$ cat config.mk
export PLATFORM = sky130hd
export DESIGN_NAME = f2c_chunk_arbiter_flat
export DESIGN_NICKNAME = d
export VERILOG_FILES = /design/src/rtl/f2c_chunk_arbiter_if.sv /design/src/rtl/f2c_chunk_arbiter.sv /design/src/flat_wrapper.sv
export SDC_FILE = /design/constraint.sdc
export NUM_CORES = 1
export LEC_CHECK = 0
export BUFFER_PORTS_ARGS = -buffer_cell sky130_fd_sc_hd__buf_2
export CORE_ASPECT_RATIO = 0.8
export CORE_MARGIN = 1
export CORE_UTILIZATION = 42
export CTS_CLUSTER_DIAMETER = 30
export CTS_CLUSTER_SIZE = 30
export DETAILED_ROUTE_END_ITERATION = 10
export PLACE_DENSITY = 0.93
export SLEW_MARGIN = 20
export SYNTH_ARGS = -nofsm -noshare
export SYNTH_HDL_FRONTEND = slang
export SYNTH_SLANG_ARGS = --single-unit
$ cat constraint.sdc
create_clock -name pcieClk_in -period 3.5 [get_ports pcieClk_in]
set_clock_uncertainty 0.15 [all_clocks]
set_input_delay 0.525 -clock pcieClk_in [delete_from_list [all_inputs] [get_ports pcieClk_in]]
set_output_delay 0.525 -clock pcieClk_in [all_outputs]
set_load 0.01 [all_outputs]
$ cat src/rtl/f2c_chunk_arbiter_if.sv
// Handshake bundle between the FPGA->CPU stream sources, the chunk arbiter
// and the transceiver f2c port.
interface f2c_chunk_arbiter_if #(
  parameter int NUM_SRC = 2
);
  logic [NUM_SRC-1:0][63:0] srcData_in;
  logic [NUM_SRC-1:0]       srcValid_in;
  logic [NUM_SRC-1:0]       srcReady_out;
  logic [63:0]              f2cData_out;
  logic                     f2cValid_out;
  logic                     f2cReady_in;

  // Sources and transceiver side
  modport master (
    output srcData_in, srcValid_in, f2cReady_in,
    input  srcReady_out, f2cData_out, f2cValid_out
  );

  // Arbiter side
  modport slave (
    input  srcData_in, srcValid_in, f2cReady_in,
    output srcReady_out, f2cData_out, f2cValid_out
  );
endinterface

$ cat src/rtl/f2c_chunk_arbiter.sv
// Round-robin arbiter that hands the f2c DMA port to one source for exactly
// CHUNK_QWS beats at a time, with a combinational data/valid/ready mux.
module f2c_chunk_arbiter #(
  parameter int NUM_SRC   = 2,
  parameter int CHUNK_QWS = 16,
  localparam int GW = (NUM_SRC > 1) ? $clog2(NUM_SRC) : 1,
  localparam int QW = $clog2(CHUNK_QWS)
) (
  input  logic                     pcieClk_in,
  input  logic                     pcieRstN_in,
  input  logic                     f2cReset_in,
  f2c_chunk_arbiter_if.slave       bus,
  output logic [GW-1:0]            grant_out,
  output logic                     busy_out,
  output logic [NUM_SRC-1:0][15:0] chunkCount_out
);

  typedef enum logic {S_IDLE, S_BUSY} state_t;

  state_t                   state, nextState;
  logic [GW-1:0]            grant, nextGrant, arbIdx, candIdx;
  logic [QW-1:0]            qwCount, nextQwCount;
  logic [NUM_SRC-1:0][15:0] chunkCountReg, nextChunkCount;
  logic                     arbFound;

  always_ff @(posedge pcieClk_in or negedge pcieRstN_in) begin
    if (!pcieRstN_in) begin
      state         <= S_IDLE;
      grant         <= GW'(NUM_SRC - 1);
      qwCount       <= '0;
      chunkCountReg <= '0;
    end else if (f2cReset_in) begin
      state         <= S_IDLE;
      grant         <= GW'(NUM_SRC - 1);
      qwCount       <= '0;
      chunkCountReg <= '0;
    end else begin
      state         <= nextState;
      grant         <= nextGrant;
      qwCount       <= nextQwCount;
      chunkCountReg <= nextChunkCount;
    end
  end

  // First requester strictly after the current grant, wrapping modulo NUM_SRC;
  // the current grant itself is the last candidate so a lone source is re-granted.
  always_comb begin
    arbIdx   = grant;
    candIdx  = grant;
    arbFound = 1'b0;
    for (int k = 1; k <= NUM_SRC; k++) begin
      candIdx = GW'((int'(grant) + k) % NUM_SRC);
      if (!arbFound && bus.srcValid_in[candIdx]) begin
        arbIdx   = candIdx;
        arbFound = 1'b1;
      end
    end
  end

  always_comb begin
    nextState        = state;
    nextGrant        = grant;
    nextQwCount      = qwCount;
    nextChunkCount   = chunkCountReg;
    bus.srcReady_out = '0;
    bus.f2cData_out  = '0;
    bus.f2cValid_out = 1'b0;
    busy_out         = 1'b0;
    case (state)
      S_IDLE: begin
        if (arbFound) begin
          nextGrant   = arbIdx;
          nextQwCount = QW'(CHUNK_QWS - 1);
          nextState   = S_BUSY;
        end
      end
      S_BUSY: begin
        busy_out                = 1'b1;
        bus.f2cData_out         = bus.srcData_in[grant];
        bus.f2cValid_out        = bus.srcValid_in[grant];
        bus.srcReady_out[grant] = bus.f2cReady_in;
        // The last beat closes the chunk without re-arbitrating, forcing one idle cycle
        if (bus.srcValid_in[grant] && bus.f2cReady_in) begin
          if (qwCount == '0) begin
            nextChunkCount[grant] = chunkCountReg[grant] + 16'd1;
            nextState             = S_IDLE;
          end else begin
            nextQwCount = qwCount - QW'(1);
          end
        end
      end
      default: nextState = S_IDLE;
    endcase
  end

  assign grant_out      = grant;
  assign chunkCount_out = chunkCountReg;

endmodule

$ cat src/flat_wrapper.sv
// flat-port wrapper written by rule: the top's interface ports become plain ports
module f2c_chunk_arbiter_flat 
#(
  parameter int NUM_SRC   = 2,
  parameter int CHUNK_QWS = 16,
  localparam int GW = (NUM_SRC > 1) ? $clog2(NUM_SRC) : 1,
  localparam int QW = $clog2(CHUNK_QWS)
)
  (pcieClk_in, pcieRstN_in, f2cReset_in, grant_out, busy_out, chunkCount_out, bus_srcData_in, bus_srcValid_in, bus_f2cReady_in, bus_srcReady_out, bus_f2cData_out, bus_f2cValid_out);
  f2c_chunk_arbiter_if #(.NUM_SRC(NUM_SRC)) bus_i ();
  input  logic pcieClk_in;
  input  logic pcieRstN_in;
  input  logic f2cReset_in;
  output logic [GW-1:0] grant_out;
  output logic busy_out;
  output logic [NUM_SRC-1:0][15:0] chunkCount_out;
  input wire logic [$bits(bus_i.srcData_in)-1:0] bus_srcData_in;
  input wire logic [$bits(bus_i.srcValid_in)-1:0] bus_srcValid_in;
  input wire logic [$bits(bus_i.f2cReady_in)-1:0] bus_f2cReady_in;
  output wire logic [$bits(bus_i.srcReady_out)-1:0] bus_srcReady_out;
  output wire logic [$bits(bus_i.f2cData_out)-1:0] bus_f2cData_out;
  output wire logic [$bits(bus_i.f2cValid_out)-1:0] bus_f2cValid_out;
  assign bus_i.srcData_in = bus_srcData_in;
  assign bus_i.srcValid_in = bus_srcValid_in;
  assign bus_i.f2cReady_in = bus_f2cReady_in;
  assign bus_srcReady_out = bus_i.srcReady_out;
  assign bus_f2cData_out = bus_i.f2cData_out;
  assign bus_f2cValid_out = bus_i.f2cValid_out;
  f2c_chunk_arbiter #(.NUM_SRC(NUM_SRC), .CHUNK_QWS(CHUNK_QWS)) u_core (.pcieClk_in(pcieClk_in), .pcieRstN_in(pcieRstN_in), .f2cReset_in(f2cReset_in), .bus(bus_i), .grant_out(grant_out), .busy_out(busy_out), .chunkCount_out(chunkCount_out));
endmodule
# After elaboration in Yosys (flattened, before gate mapping)
# Cells that the tools add are included.
# word_totals
regBits	38
in_bits	134
# classes
add_sub_neg	4
magnitude_cmp	4
eq_ne	4
n_mux	40
n_bitwise	2
reduce_logical	13
# op_table
op	n
$mux W64	3
$mux W32	4
$mux W16	3
$bwmux W32	1
$mux W1	20
$add A16 B1 Y16 const B	1
$demux W16 S1	1
$mux W4	4
$reduce_and A3 Y1	3
$pmux W4 S2	1
$reduce_bool A2 Y1	4
$lt A1 B2 Y1 const B	3
$ne A3 B3 Y1 const B	2
$logic_not A4 Y1	1
$sub A4 B1 Y4 const B	1
$logic_and A1 B1 Y1	3
$ne A3 B2 Y1 const B	1
$reduce_bool A3 Y1	1
$add A1 B1 Y1 const B	2
$and A2 B2 Y2	1
$mux W2	1
$ne A2 B2 Y1 const B	1
$pmux W1 S2	1
$demux W1 S1	1
3 further kinds	3

# Depth between registers and ports, before layout
# Gate-level depths: netlist (run 1).
# depth
depth_word	10
depth_mapped	11

# Least setup slack after synthesis (run 1)
# No wires, ideal clock.
# synth_path
path_kind	reg2reg
start	reg u_core.grant, in the netlist u_core.grant_out
end	reg u_core.chunkCountReg (netlist bit u_core.chunkCount_out[26])
t_arrival_ns	2.874
setup_slack_ns	0.351
stages_incl_launch_ff	12
synth_period_minus_slack_ns	3.149
path_cell_list	dfstp_2 -> buf_2 -> buf_2 -> buf_2 -> buf_2 -> mux2_2 -> ha_1 -> nand4b_1 -> and2_1 -> clkbuf_1 -> nor4_1 -> mux2_2
# synth_between
elab_chain_cells	9
word_cells_on_any_way	18
classes_between	1 x add/sub; 2 x order compare; 11 x mux; 4 x reduce/logical
# synth_lines
element	line	source
from (decl)	f2c_chunk_arbiter.sv:21	logic [GW-1:0] grant, nextGrant, arbIdx, candIdx;
from (signal assigned)	f2c_chunk_arbiter.sv:29	grant <= GW'(NUM_SRC - 1);
from (signal assigned)	f2c_chunk_arbiter.sv:34	grant <= GW'(NUM_SRC - 1);
from (signal assigned)	f2c_chunk_arbiter.sv:39	grant <= nextGrant;
parallel branches: the longest is 9 deep, another holds $add A16 B1 Y16	-	
to (signal assigned)	f2c_chunk_arbiter.sv:41	chunkCountReg <= nextChunkCount;
to (decl)	f2c_chunk_arbiter.sv:23	logic [NUM_SRC-1:0][15:0] chunkCountReg, nextChunkCount;
# Parallel ways; which one is timed is not known. The select of a mux whose other input is x is not followed.
# A chain may end at the register's enable or synchronous reset.

# Worst setup path in the final report (run 1)
# layout_path
start	reg u_core.grant, in the netlist u_core.grant_out
end	reg u_core.chunkCountReg (netlist bit u_core.chunkCount_out[31])
# The elaborated chain is that of the path after synthesis.

==> results of run 1 <==
cells in the mapped netlist, drive strengths merged:
cell,n
nor2,87
clkbuf,16
a22o,3
a311oi,2
dfrtp,37
nor3,8
a222oi,1
ha,2
nor4b,2
nand2,8
and2,1
and3b,2
nor4,7
a21o,3
xnor2,4
and4b,3
nor3b,1
a21oi,16
a211oi,1
o31ai,8
nor2b,13
o22ai,1
nand3,10
mux2,16
or3,5
o21ai,8
a22oi,1
mux2i,66
and3,3
o2111ai,2
xor2,3
o21bai,1
nand4b,3
nand3b,7
o31a,1
buf,15
or3b,1
a31oi,3
or4,6
dfstp,1
inv,6
nand4,3
and4,3
o211ai,2
nand2b,2
metal layers:
metal / part of all wire [%] / global-route usage, % / wire length (µm) / vias to the layer above
met4: 2.9 / 12.5 / 355 / 0
li1: - / - / - / 1847
met2: 50 / 46.7 / 6010 / 224
met1: 39 / 32.3 / 4680 / 1833
met5: 0 / 0 / 0 / -
met3: 8.8 / 6.04 / 1060 / 36
through the flow:
| stage | setup slack, ns | utilization [%] | hold WS (ns) |
|---|---|---|---|
| after floorplan | 0.351 | - | 0.0794 |
| after global placement | 0.791 | 60.0 | 0.331 |
| after detailed placement | 0.684 | 60.0 | 0.349 |
| after CTS | 0.633 | 61.6 | 0.216 |
| after global routing | 0.504 | 61.7 | 0.267 |
| final | 0.563 | 61.7 | 0.172 |
cells in the final DEF, fill, tap and decap left out, types with 4 or more instances in the layout:
cell type,count
diode_2,4
buf_2,234
dfrtp_1,37
nand2_1,7
clkbuf_8,6
nor3_1,8
o21ai_0,8
nor2_1,87
nand3b_1,6
inv_1,5
mux2i_1,66
or3_1,5
mux2_2,14
nor2b_1,13
a21oi_1,16
nor4_1,7
o31ai_1,8
xnor2_1,4
or4_1,6
nand3_1,10
worst max-delay path: stages (launching register included):
cell     delay, ns
dfstp_4       0.88
buf_12        0.39
and4_1        0.39
o22ai_1       0.14
or4_1         0.45
mux2_1        0.33
cells by family (layout without fill, tap and decap cells):
family	Yosys count	after routing	share of synthesized area, %
adder cells (fa/ha/maj)	2	2	0.753
flip-flops	38	38	28.7
buffers and inverters	37	251	4.86
other	0	4	0
multiplexers	82	82	25.3
AND/OR/NAND/NOR	175	175	28.1
AO/OA/AOI/OAI	53	53	10.4
XOR/XNOR	7	7	1.85
area by class of cell:
type | instances | area share, %
Timing Repair Buffer | 237 | 25.9
Clock buffer | 7 | 1.86
Tap cell | 105 | 2.83
Antenna cell | 4 | 0.215
Multi-Input combinational cell | 319 | 47.5
Clock inverter | 1 | 0.646
Sequential cell | 38 | 20.6
Inverter | 6 | 0.484
where the power goes:
group	internal [mW]	switching, mW
clock network	0.233	0.163
logic	0.186	0.212
registers	0.448	0.0217
registers in the layout, indices dropped and copies added, names as in the netlist:
register / cells
u_core.grant_out: 1
u_core.state: 1
u_core.chunkCount_out: 32
u_core.qwCount: 4
how the worst min path moves through the flow:
| stage | startpoint | end | slack [ns] |
|---|---|---|---|
| global route | pcieRstN_in | u_core.chunkCount_out[17] | 0.27 |
| finish | pcieRstN_in | u_core.chunkCount_out[8] | 0.17 |
| floorplan | pcieRstN_in | u_core.chunkCount_out[0] | 0.08 |
| detailed placement | u_core.qwCount[0] | u_core.qwCount[0] | 0.35 |
| CTS | pcieRstN_in | u_core.state | 0.22 |
| global placement | u_core.qwCount[0] | u_core.qwCount[0] | 0.33 |
==> Flow_metrics.wiki, run 1 <==
{| class="wikitable"
! Metric !! Value
|-
| Filler cell count in the final layout || 654
|-
| Warning count from the yosys run || 0
|-
| Global-route wire length before repair || 17100 µm
|-
| Routability congestion estimate || 0.937
|-
| Startpoint types || flip-flop
|-
| Number of hold buffers added after CTS || 0
|-
| Floorplan die area || 8270 µm²
|-
| Total iterations of the first detailed-routing run || 6
|-
| GRT Overall Usage || 27.0%
|-
| Setup-violating endpoint count in the final report || 0
|-
| Area of the mapped netlist || 3320 µm²
|-
| Ratio of final minimum period to clock period || 83.9%
|-
| Count of maximum capacitance violations || 0
|-
| Outcome || completed
|-
| Terminus of the critical flop-to-flop path || u_core.chunkCount_out[31]
|-
| Chip Width || 101 µm
|-
| Storage cell area || 956 µm²
|-
| Kind of end point of the critical path || flip-flop
|-
| Wire length reported by the detailed router || 12100 µm
|-
| Antenna violations before repair || 4
|-
| Required time worst endpoint || 3.53 ns
|-
| Initial Util || 44.1%
|-
| Die height || 81.5 µm
|-
| Cell type with the largest total area after synthesis || dfrtp_1
|-
| Average via count per standard cell || 5.50
|-
| Cells resized by post-CTS repair || 0
|-
| Maximum net fanout on the critical path || 69
|-
| Number of buffers inserted by port buffering || 234
|-
| Number of buffers inserted during clock tree synthesis || 5
|-
| Crit path kind || flip-flop to flip-flop
|-
| Post-route minimum period || 2.94 ns
|-
| Syn nets || 530
|-
| Share of layout cells above drive strength 1 || 43.8%
|-
| Worst Setup EP || u_core.chunkCount_out[31]
|-
| First-iteration detailed-routing DRC count || 300
|-
| Final HPWL DP || 9560 µm
|-
| Worst setup path startpoint || u_core.grant_out
|-
| Total DRC errors in the routed layout || 0
|-
| CTS root buf || clkbuf_8
|-
| Gr ovfl total || 0
|-
| Slew HR || 41.5%
|-
| Sequential area share after synthesis || 28.7%
|-
| Area of placed instances || 4520 µm²
|-
| CTS clk-pin slew, worst paths || 0.08 ns
|-
| Instance count after placement with tap cells included || 705
|-
| Latest clock arrival within the worst-skew pair || 0.30 ns
|-
| #FFs+latches synth || 38
|-
| Via count || 3940
|-
| Post-Syn Instances || 394
|-
| Class of the most critical hold timing path || input port to async pin
|-
| Maximum count of clock buffers along a single path || 2
|-
| Sink Count || 38
|-
| Fin. Hold Viols || 0
|-
| Setup repair after global routing missed its margin || false
|-
| Setup slack on the worst flop-to-flop path || 0.56 ns
|-
| CTS tree || done
|-
| Max-slew violation count || 0
|-
| Post-route ant nets || 0
|-
| Largest voltage drop on the vdd net || 0.205 mV
|-
| Post-synthesis average cell area || 8.43 µm²
|-
| Total core area || 7530 µm²
|-
| Ports placed on the boundary || 235
|-
| F_max || 0.340 GHz
|-
| Drt wl/cell || 16.9 µm
|-
| Nets || 743
|-
| Signal arrival time at the worst endpoint || 2.97 ns
|-
| Maximum number of pins on one net before global-route repair || 70
|-
| Area Overhead vs Synth || 40.0%
|-
| R2R cell count || 5
|-
| Static Leak || 2.77 nW
|-
| Final setup TNS || 0 ns
|-
| Via count of the first global-routing pass || 3486
|-
| Buffers inserted by post-CTS timing repair || 0
|-
| Core Rows || 28
|-
| Worst Max-Slew Pin Slew || 0.878 ns
|-
| Total power draw || 1.26 mW
|-
| Post-route design area || 4650 µm²
|-
| Cell types occupying the most area after synthesis || dfrtp_1 (28%), mux2i_1 (20%), nor2_1 (9.8%)
|-
| Share of the synthesized area in the top cell type || 27.9%
|-
| Count of different cell masters after synthesis || 53
|-
| Critical register-to-register path startpoint || u_core.grant_out
|-
| Final instance count without filler cells || 717
|-
| Power per cell area || 272 nW/µm²
|-
| H-tree depth reported by CTS || 2
|-
| Area taken by multi-input logic gates || 2210 µm²
|}
(Power assumes the default switching activity.)
==> inputs of run 2 (changes only) <==
--- a/config.mk
+++ b/config.mk
@@ -8,11 +8,11 @@
 export BUFFER_PORTS_ARGS = -buffer_cell sky130_fd_sc_hd__buf_2
 export CORE_ASPECT_RATIO = 0.8
 export CORE_MARGIN = 1
-export CORE_UTILIZATION = 42
+export CORE_UTILIZATION = 38
 export CTS_CLUSTER_DIAMETER = 30
 export CTS_CLUSTER_SIZE = 30
 export DETAILED_ROUTE_END_ITERATION = 10
-export PLACE_DENSITY = 0.93
+export PLACE_DENSITY = 0.89
 export SLEW_MARGIN = 20
 export SYNTH_ARGS = -nofsm -noshare
 export SYNTH_HDL_FRONTEND = slang
==> constraint.sdc (replaced) <==
create_clock -name pcieClk_in -period 2.4 [get_ports pcieClk_in]
set_clock_uncertainty 0.15 [all_clocks]
set_input_delay 0.36 -clock pcieClk_in [delete_from_list [all_inputs] [get_ports pcieClk_in]]
set_output_delay 0.36 -clock pcieClk_in [all_outputs]
set_load 0.01 [all_outputs]
==> Flow_metrics.wiki, run 2 (synthesis gave the netlist of run 1 again) <==
{| class="wikitable"
! Metric !! Value
|-
| First-iteration detailed-routing DRC count || 335 (+12%)
|-
| Die height || 85.6 µm (+5.0%)
|-
| Number of buffers inserted by port buffering || 234 (unchanged)
|-
| Maximum count of clock buffers along a single path || 2 (unchanged)
|-
| GRT Overall Usage || 27.3% (+0.25 points)
|-
| Fin. Hold Viols || 0 (unchanged)
|-
| Nets || 766 (+3.1%)
|-
| Final instance count without filler cells || 747 (+4.2%)
|-
| Worst path bufs/invs || 1 (unchanged)
|-
| Worst Max-Slew Pin Slew || 0.869 ns (-0.00866 ns)
|-
| Final worst slack || -0.00221 ns (-0.565 ns)
|-
| Min Hold Slack || 0.0287 ns (-0.143 ns)
|-
| Cell type group with the largest total delay on the critical path || simple AND/OR/NAND/NOR gates
|-
| Critical path, cell by cell || buf_8 > nand4_1 > a22o_1 > or4_1 > mux2_1
|-
| Signal arrival time at the worst endpoint || 2.43 ns (-0.54 ns)
|-
| Outcome || finished with violations
|-
| Global-route wire length before repair || 19600 µm (+15%)
|-
| Met3 layer wire length in the routed design || 1260 µm (+18%)
|-
| Power per cell area || 355 nW/µm² (+31%)
|-
| Top layer reached by signal wires || met5
|-
| Max-slew violation count || 0 (unchanged)
|-
| Sink Count || 38 (unchanged)
|-
| Instance count after placement with tap cells included || 731 (+3.7%)
|-
| Antenna violations before repair || 5 (+1)
|-
| Share of layout cells above drive strength 1 || 48.0% (+4.3 points)
|-
| Final HPWL DP || 9870 µm (+3.2%)
|-
| Maximum net fanout on the critical path || 20 (-71%)
|-
| Gr ovfl total || 0 (unchanged)
|-
| Crit path kind || flip-flop to flip-flop
|-
| Kind of end point of the critical path || flip-flop
|-
| Critical register-to-register path startpoint || u_core.grant_out
|-
| Via count of the first global-routing pass || 3735 (+7.1%)
|-
| Largest register FFs || 32 (unchanged)
|-
| Static Leak || 2.93 nW (+5.9%)
|-
| Required time worst endpoint || 2.43 ns (-1.10 ns)
|-
| F_max || 0.416 GHz (+22%)
|-
| Floorplan die area || 9120 µm² (+10%)
|-
| DR WL met2 || 5910 µm (-1.6%)
|-
| H-tree depth reported by CTS || 2 (unchanged)
|-
| Routed metal-1 wirelength || 5290 µm (+13%)
|-
| Chip Width || 107 µm (+5.0%)
|-
| Total DRC errors in the routed layout || 0 (unchanged)
|-
| Setup-violating endpoint count in the final report || 1 (+1)
|-
| Drt wl/cell || 17.4 µm (+2.7%)
|-
| Worst setup timing slack at the placement stage || -0.0257 ns (-0.710 ns)
|-
| Ratio of final minimum period to clock period || 100% (+16 points)
|-
| Critical Path Max Stage Delay || 0.69 ns (-0.19 ns)
|-
| Area taken by multi-input logic gates || 2320 µm² (+5.2%)
|-
| Final core utilization || 58.6% (-3.1 points)
|-
| CTS root buf || clkbuf_8
|-
| Latest clock arrival within the worst-skew pair || 0.29 ns (about the same)
|-
| Maximum number of pins on one net before global-route repair || 58 (-17%)
|-
| Routability congestion estimate || 0.955 (+1.9%)
|-
| Area Overhead vs Synth || 49.8%
|-
| CTS clk-pin slew, worst paths || 0.07 ns (about the same)
|-
| CTS tree || done
|-
| Largest voltage drop on the vdd net || 0.203 mV (-0.92%)
|-
| Worst setup path startpoint || u_core.grant_out
|-
| Most frequent standard cell in the layout excluding fill and tap cells || buf_2
|-
| Via count || 4141 (+5.1%)
|-
| Initial Util || 39.1% (-4.9 points)
|-
| Startpoint types || flip-flop
|-
| Slowest CP cell || dfstp_4
|-
| Ports placed on the boundary || 235 (unchanged)
|-
| Setup repair after global routing missed its margin || true
|-
| Total iterations of the first detailed-routing run || 5 (-1)
|-
| Failing checks || setup timing
|-
| Average via count per standard cell || 5.54 (+0.88%)
|-
| Slew HR || 42.1% (+0.58 points)
|-
| Filler cell count in the final layout || 753 (+15%)
|-
| Storage cell area || 956 µm² (unchanged)
|-
| Number of buffers inserted during clock tree synthesis || 5 (unchanged)
|-
| Count of maximum capacitance violations || 0 (unchanged)
|-
| Post-route ant nets || 0 (unchanged)
|-
| Class of the most critical hold timing path || input port to async pin
|-
| Total core area || 8480 µm² (+13%)
|-
| Post-route minimum period || 2.40 ns (-0.535 ns)
|-
| Wire length reported by the detailed router || 13000 µm (+7.0%)
|-
| Commonest non-fill, non-tap cells in the layout || buf_2 (234), nor2_1 (87), mux2i_1 (65)
|-
| Core Rows || 30 (+7.1%)
|}
==> run 2: changes by cell type in the layout (fill, tap and decap cells not counted), moves of 2 or more <==
cell / change
buf_4: +20
nor4_1: -6
nor4_2: +6
mux2_2: -4
mux2_4: +4
nor3_1: -2
nor3_4: +2
nor4b_1: -2
nor4b_2: +2
==> run 2: power breakdown <==
part	leakage, nW	switching (mW)	internal, mW
logic	2.37	0.335	0.299
registers	0.521	0.0167	0.653
clock network	0.0483	0.229	0.232
total	2.93	0.581	1.18
==> run 2: area by class of cell <==
| class | instances | share of cell area, % |
|---|---|---|
| multi-input combinational | 319 | 46.7 |
| clock inverter | 1 | 0.101 |
| clock buffer | 7 | 1.74 |
| antenna | 4 | 0.201 |
| sequential | 38 | 19.2 |
| inverter | 6 | 0.453 |
| tap | 112 | 2.82 |
| timing repair buffer | 260 | 28.8 |
==> run 2: worst paths after layout <==
check	to	slack, ns	depth (start not counted)
max in group asynchronous	u_core.chunkCount_out[23]	1.53	1
worst min register to register	u_core.qwCount[0]	0.37	1
worst max register to register	u_core.chunkCount_out[31]	-0.002	5
min in group pcieClk_in	u_core.grant_out	0.31	3
worst min-delay path	u_core.chunkCount_out[26]	0.03	1
worst max-delay path	u_core.chunkCount_out[31]	-0.002	5
==> run 2: routing by layer <==
| layer | global-route usage, % | up-vias |
|---|---|---|
| li1 | - | 1898 |
| met1 | 36.3 | 1927 |
| met2 | 43.3 | 276 |
| met3 | 5.47 | 38 |
| met4 | 11.7 | 2 |
| met5 | 0 | - |
==> run 2: what timing repair did <==
item / in CTS / in global routing
setup endpoints to repair: 11 / 15
gates resized for setup: 4 / 8
buffers inserted: 0 / 3
cloned: 1 / 0
hold buffers: 0 / 0
pin swaps: 0 / 3
==> run 2: per-stage QoR <==
step | instance area [µm²] | total power, mW | setup TNS [ns]
floorplan | 3420 | 1.02 | -1.50
global placement | 4750 | 1.27 | 0
detailed placement | 4750 | 1.29 | -0.0443
CTS | 4900 | 1.76 | 0
global route | 4970 | 1.85 | -0.402
finish | 4970 | 1.76 | -0.00221
==> inputs of run 3 (changes only) <==
--- a/config.mk
+++ b/config.mk
@@ -6,13 +6,15 @@
 export NUM_CORES = 1
 export LEC_CHECK = 0
 export BUFFER_PORTS_ARGS = -buffer_cell sky130_fd_sc_hd__buf_2
+export CELL_PAD_IN_SITES_DETAIL_PLACEMENT = 0
+export CELL_PAD_IN_SITES_GLOBAL_PLACEMENT = 1
 export CORE_ASPECT_RATIO = 0.8
 export CORE_MARGIN = 1
-export CORE_UTILIZATION = 38
+export CORE_UTILIZATION = 26
 export CTS_CLUSTER_DIAMETER = 30
 export CTS_CLUSTER_SIZE = 30
 export DETAILED_ROUTE_END_ITERATION = 10
-export PLACE_DENSITY = 0.89
+export PLACE_DENSITY = 0.9
 export SLEW_MARGIN = 20
 export SYNTH_ARGS = -nofsm -noshare
 export SYNTH_HDL_FRONTEND = slang
==> Flow_metrics.wiki, run 3 (synthesis gave the netlist of run 1 again) <==
{| class="wikitable"
! Metric !! Value
|-
| Outcome || finished with violations
|-
| Failing checks || setup timing
|-
| Worst setup timing slack at the placement stage || -0.00781 ns (+0.0179 ns)
|-
| Floorplan die area || 13200 µm² (+45%)
|-
| Maximum net fanout on the critical path || 8 (-60%)
|-
| Number of buffers inserted during clock tree synthesis || 5 (unchanged)
|-
| H-tree depth reported by CTS || 2 (unchanged)
|-
| Via count of the first global-routing pass || 3637 (-2.6%)
|-
| Ports placed on the boundary || 235 (unchanged)
|-
| Fin. Hold Viols || 0 (unchanged)
|-
| Crit path kind || flip-flop to flip-flop
|-
| Latest clock arrival within the worst-skew pair || 0.28 ns (about the same)
|-
| Slew HR || 42.3% (+0.23 points)
|-
| Average via count per standard cell || 4.89 (-12%)
|-
| CTS root buf || clkbuf_16
|-
| Post-route ant nets || 0 (unchanged)
|-
| Largest register FFs || 32 (unchanged)
|-
| Power per cell area || 386 nW/µm² (+8.9%)
|-
| Via count || 3940 (-4.9%)
|-
| Largest voltage drop on the vdd net || 0.305 mV (+50%)
|-
| Final worst slack || -0.0122 ns (-0.0100 ns)
|-
| Share of layout cells above drive strength 1 || 48.0% (unchanged)
|-
| Total core area || 12300 µm² (+45%)
|-
| Static Leak || 3.00 nW (+2.2%)
|-
| Count of maximum capacitance violations || 0 (unchanged)
|-
| Gr ovfl total || 0 (unchanged)
|-
| Cell type group with the largest total delay on the critical path || flip-flops
|-
| Area Overhead vs Synth || 54.3%
|-
| Total DRC errors in the routed layout || 0 (unchanged)
|-
| Chip Width || 128 µm (+20%)
|-
| Final setup TNS || -0.0122 ns (-0.0100 ns)
|-
| Antenna violations before repair || 2 (-3)
|-
| Initial Util || 27.0% (-12 points)
|-
| Total iterations of the first detailed-routing run || 4 (-1)
|-
| Kind of end point of the critical path || flip-flop
|-
| Maximum number of pins on one net before global-route repair || 44 (-24%)
|-
| Core Rows || 36 (+20%)
|-
| Worst path bufs/invs || 1 (unchanged)
|-
| First-iteration detailed-routing DRC count || 287 (-14%)
|-
| Nets || 766 (unchanged)
|-
| Startpoint types || flip-flop
|-
| Drt wl/cell || 16.0 µm (-8.0%)
|-
| Switching part of the total || 30.5% (-2.4 points)
|-
| Final HPWL DP || 9660 µm (-2.1%)
|-
| CTS tree || done
|-
| Filler cell count in the final layout || 1232 (+64%)
|-
| Clock power frac || 33.5% (+7.4 points)
|-
| Wire length reported by the detailed router || 12900 µm (-0.89%)
|-
| NetSw || 0.604 mW (+4.0%)
|-
| Die height || 103 µm (+20%)
|-
| Commonest non-fill, non-tap cells in the layout || buf_2 (234), nor2_1 (87), mux2i_1 (65)
|-
| Ratio of final minimum period to clock period || 101% (+0.42 points)
|-
| Signal arrival time at the worst endpoint || 2.42 ns (about the same)
|-
| F_max || 0.415 GHz (-0.42%)
|-
| Instance count after placement with tap cells included || 788 (+7.8%)
|-
| Setup-violating endpoint count in the final report || 1 (unchanged)
|-
| Final instance count without filler cells || 805 (+7.8%)
|-
| Comb power frac || 32.7% (-3.3 points)
|-
| P_int || 1.38 mW (+16%)
|-
| Setup repair after global routing missed its margin || true
|-
| CTS clk-pin slew, worst paths || 0.06 ns (about the same)
|-
| Required time worst endpoint || 2.41 ns (-0.02 ns)
|-
| Sink Count || 38 (unchanged)
|-
| Sequential share of power || 33.8% (-4.2 points)
|-
| Number of buffers inserted by port buffering || 234 (unchanged)
|-
| Class of the most critical hold timing path || input port to async pin
|-
| Final core utilization || 41.7% (-17 points)
|-
| Slowest CP cell || dfstp_4
|-
| Maximum count of clock buffers along a single path || 2 (unchanged)
|-
| Min Hold Slack || 0.0363 ns (+0.00764 ns)
|-
| Worst Max-Slew Pin Slew || 0.866 ns (-0.00340 ns)
|-
| Global-route wire length before repair || 18600 µm (-5.3%)
|-
| Max-slew violation count || 0 (unchanged)
|-
| Critical Path Max Stage Delay || 0.68 ns (about the same)
|-
| Critical path, cell by cell || buf_4 > nand3_1 > a22o_1 > or4_4 > mux2_1
|-
| Post-route minimum period || 2.41 ns (+0.0100 ns)
|-
| GRT Overall Usage || 17.9% (-9.3 points)
|-
| Most frequent standard cell in the layout excluding fill and tap cells || buf_2
|-
| Routability congestion estimate || 0.868 (-9.1%)
|}
[run 3: area by class of cell]
type                            count  area (µm²)  area share, %
Timing Repair Buffer              260        1450           28.3
Multi-Input combinational cell    319        2330           45.4
Inverter                            6        22.5          0.439
Sequential cell                    38         956           18.7
Clock inverter                      1        5.00         0.0977
Antenna cell                        3        7.51          0.146
Tap cell                          171         214           4.17
Clock buffer                        7         143           2.78
[run 3: final timing paths]
check	startpoint	to	slack, ns	cells after the start
setup / recovery	u_core.grant_out	u_core.chunkCount_out[31]	-0.01	5
hold / removal	pcieRstN_in	u_core.chunkCount_out[30]	0.04	1
setup reg to reg	u_core.grant_out	u_core.chunkCount_out[31]	-0.01	5
hold reg to reg	u_core.qwCount[0]	u_core.qwCount[0]	0.36	1
max in group asynchronous	pcieRstN_in	u_core.chunkCount_out[13]	1.51	1
min in group pcieClk_in	bus_srcValid_in[0]	u_core.grant_out	0.35	3
[run 3: power groups by stage]
stage	sequential (mW)	combinational [mW]	clock (mW)
3_3_place_gp	0.684	0.589	0
3_5_place_dp	0.686	0.602	0
6_report	0.670	0.647	0.663
4_1_cts	0.672	0.628	0.671
2_1_floorplan	0.678	0.344	0
5_1_grt	0.672	0.703	0.703
[run 3: metal layers]
metal  GRT usage (%)  wire, µm  vias to the layer above
met5               0         0                        -
met1            23.9      5810                     1913
met3            2.34       719                        8
met2            30.6      6240                      129
met4            5.16        83                        0
li1                -         -                     1890
[run 3: what timing repair did]
action                                  CTS  global route
hold buffers                              0             0
endpoints found under the setup margin   68            24
gates resized for setup                   3            13
buffers inserted                          2             2
gates cloned                              1             1
[run 3: per-stage QoR]
| step | area [µm²] | power, mW |
|---|---|---|
| floorplan | 3420 | 1.02 |
| global placement | 4810 | 1.27 |
| detailed placement | 4810 | 1.29 |
| CTS | 5010 | 1.97 |
| global route | 5120 | 2.08 |
| finish | 5120 | 1.98 |
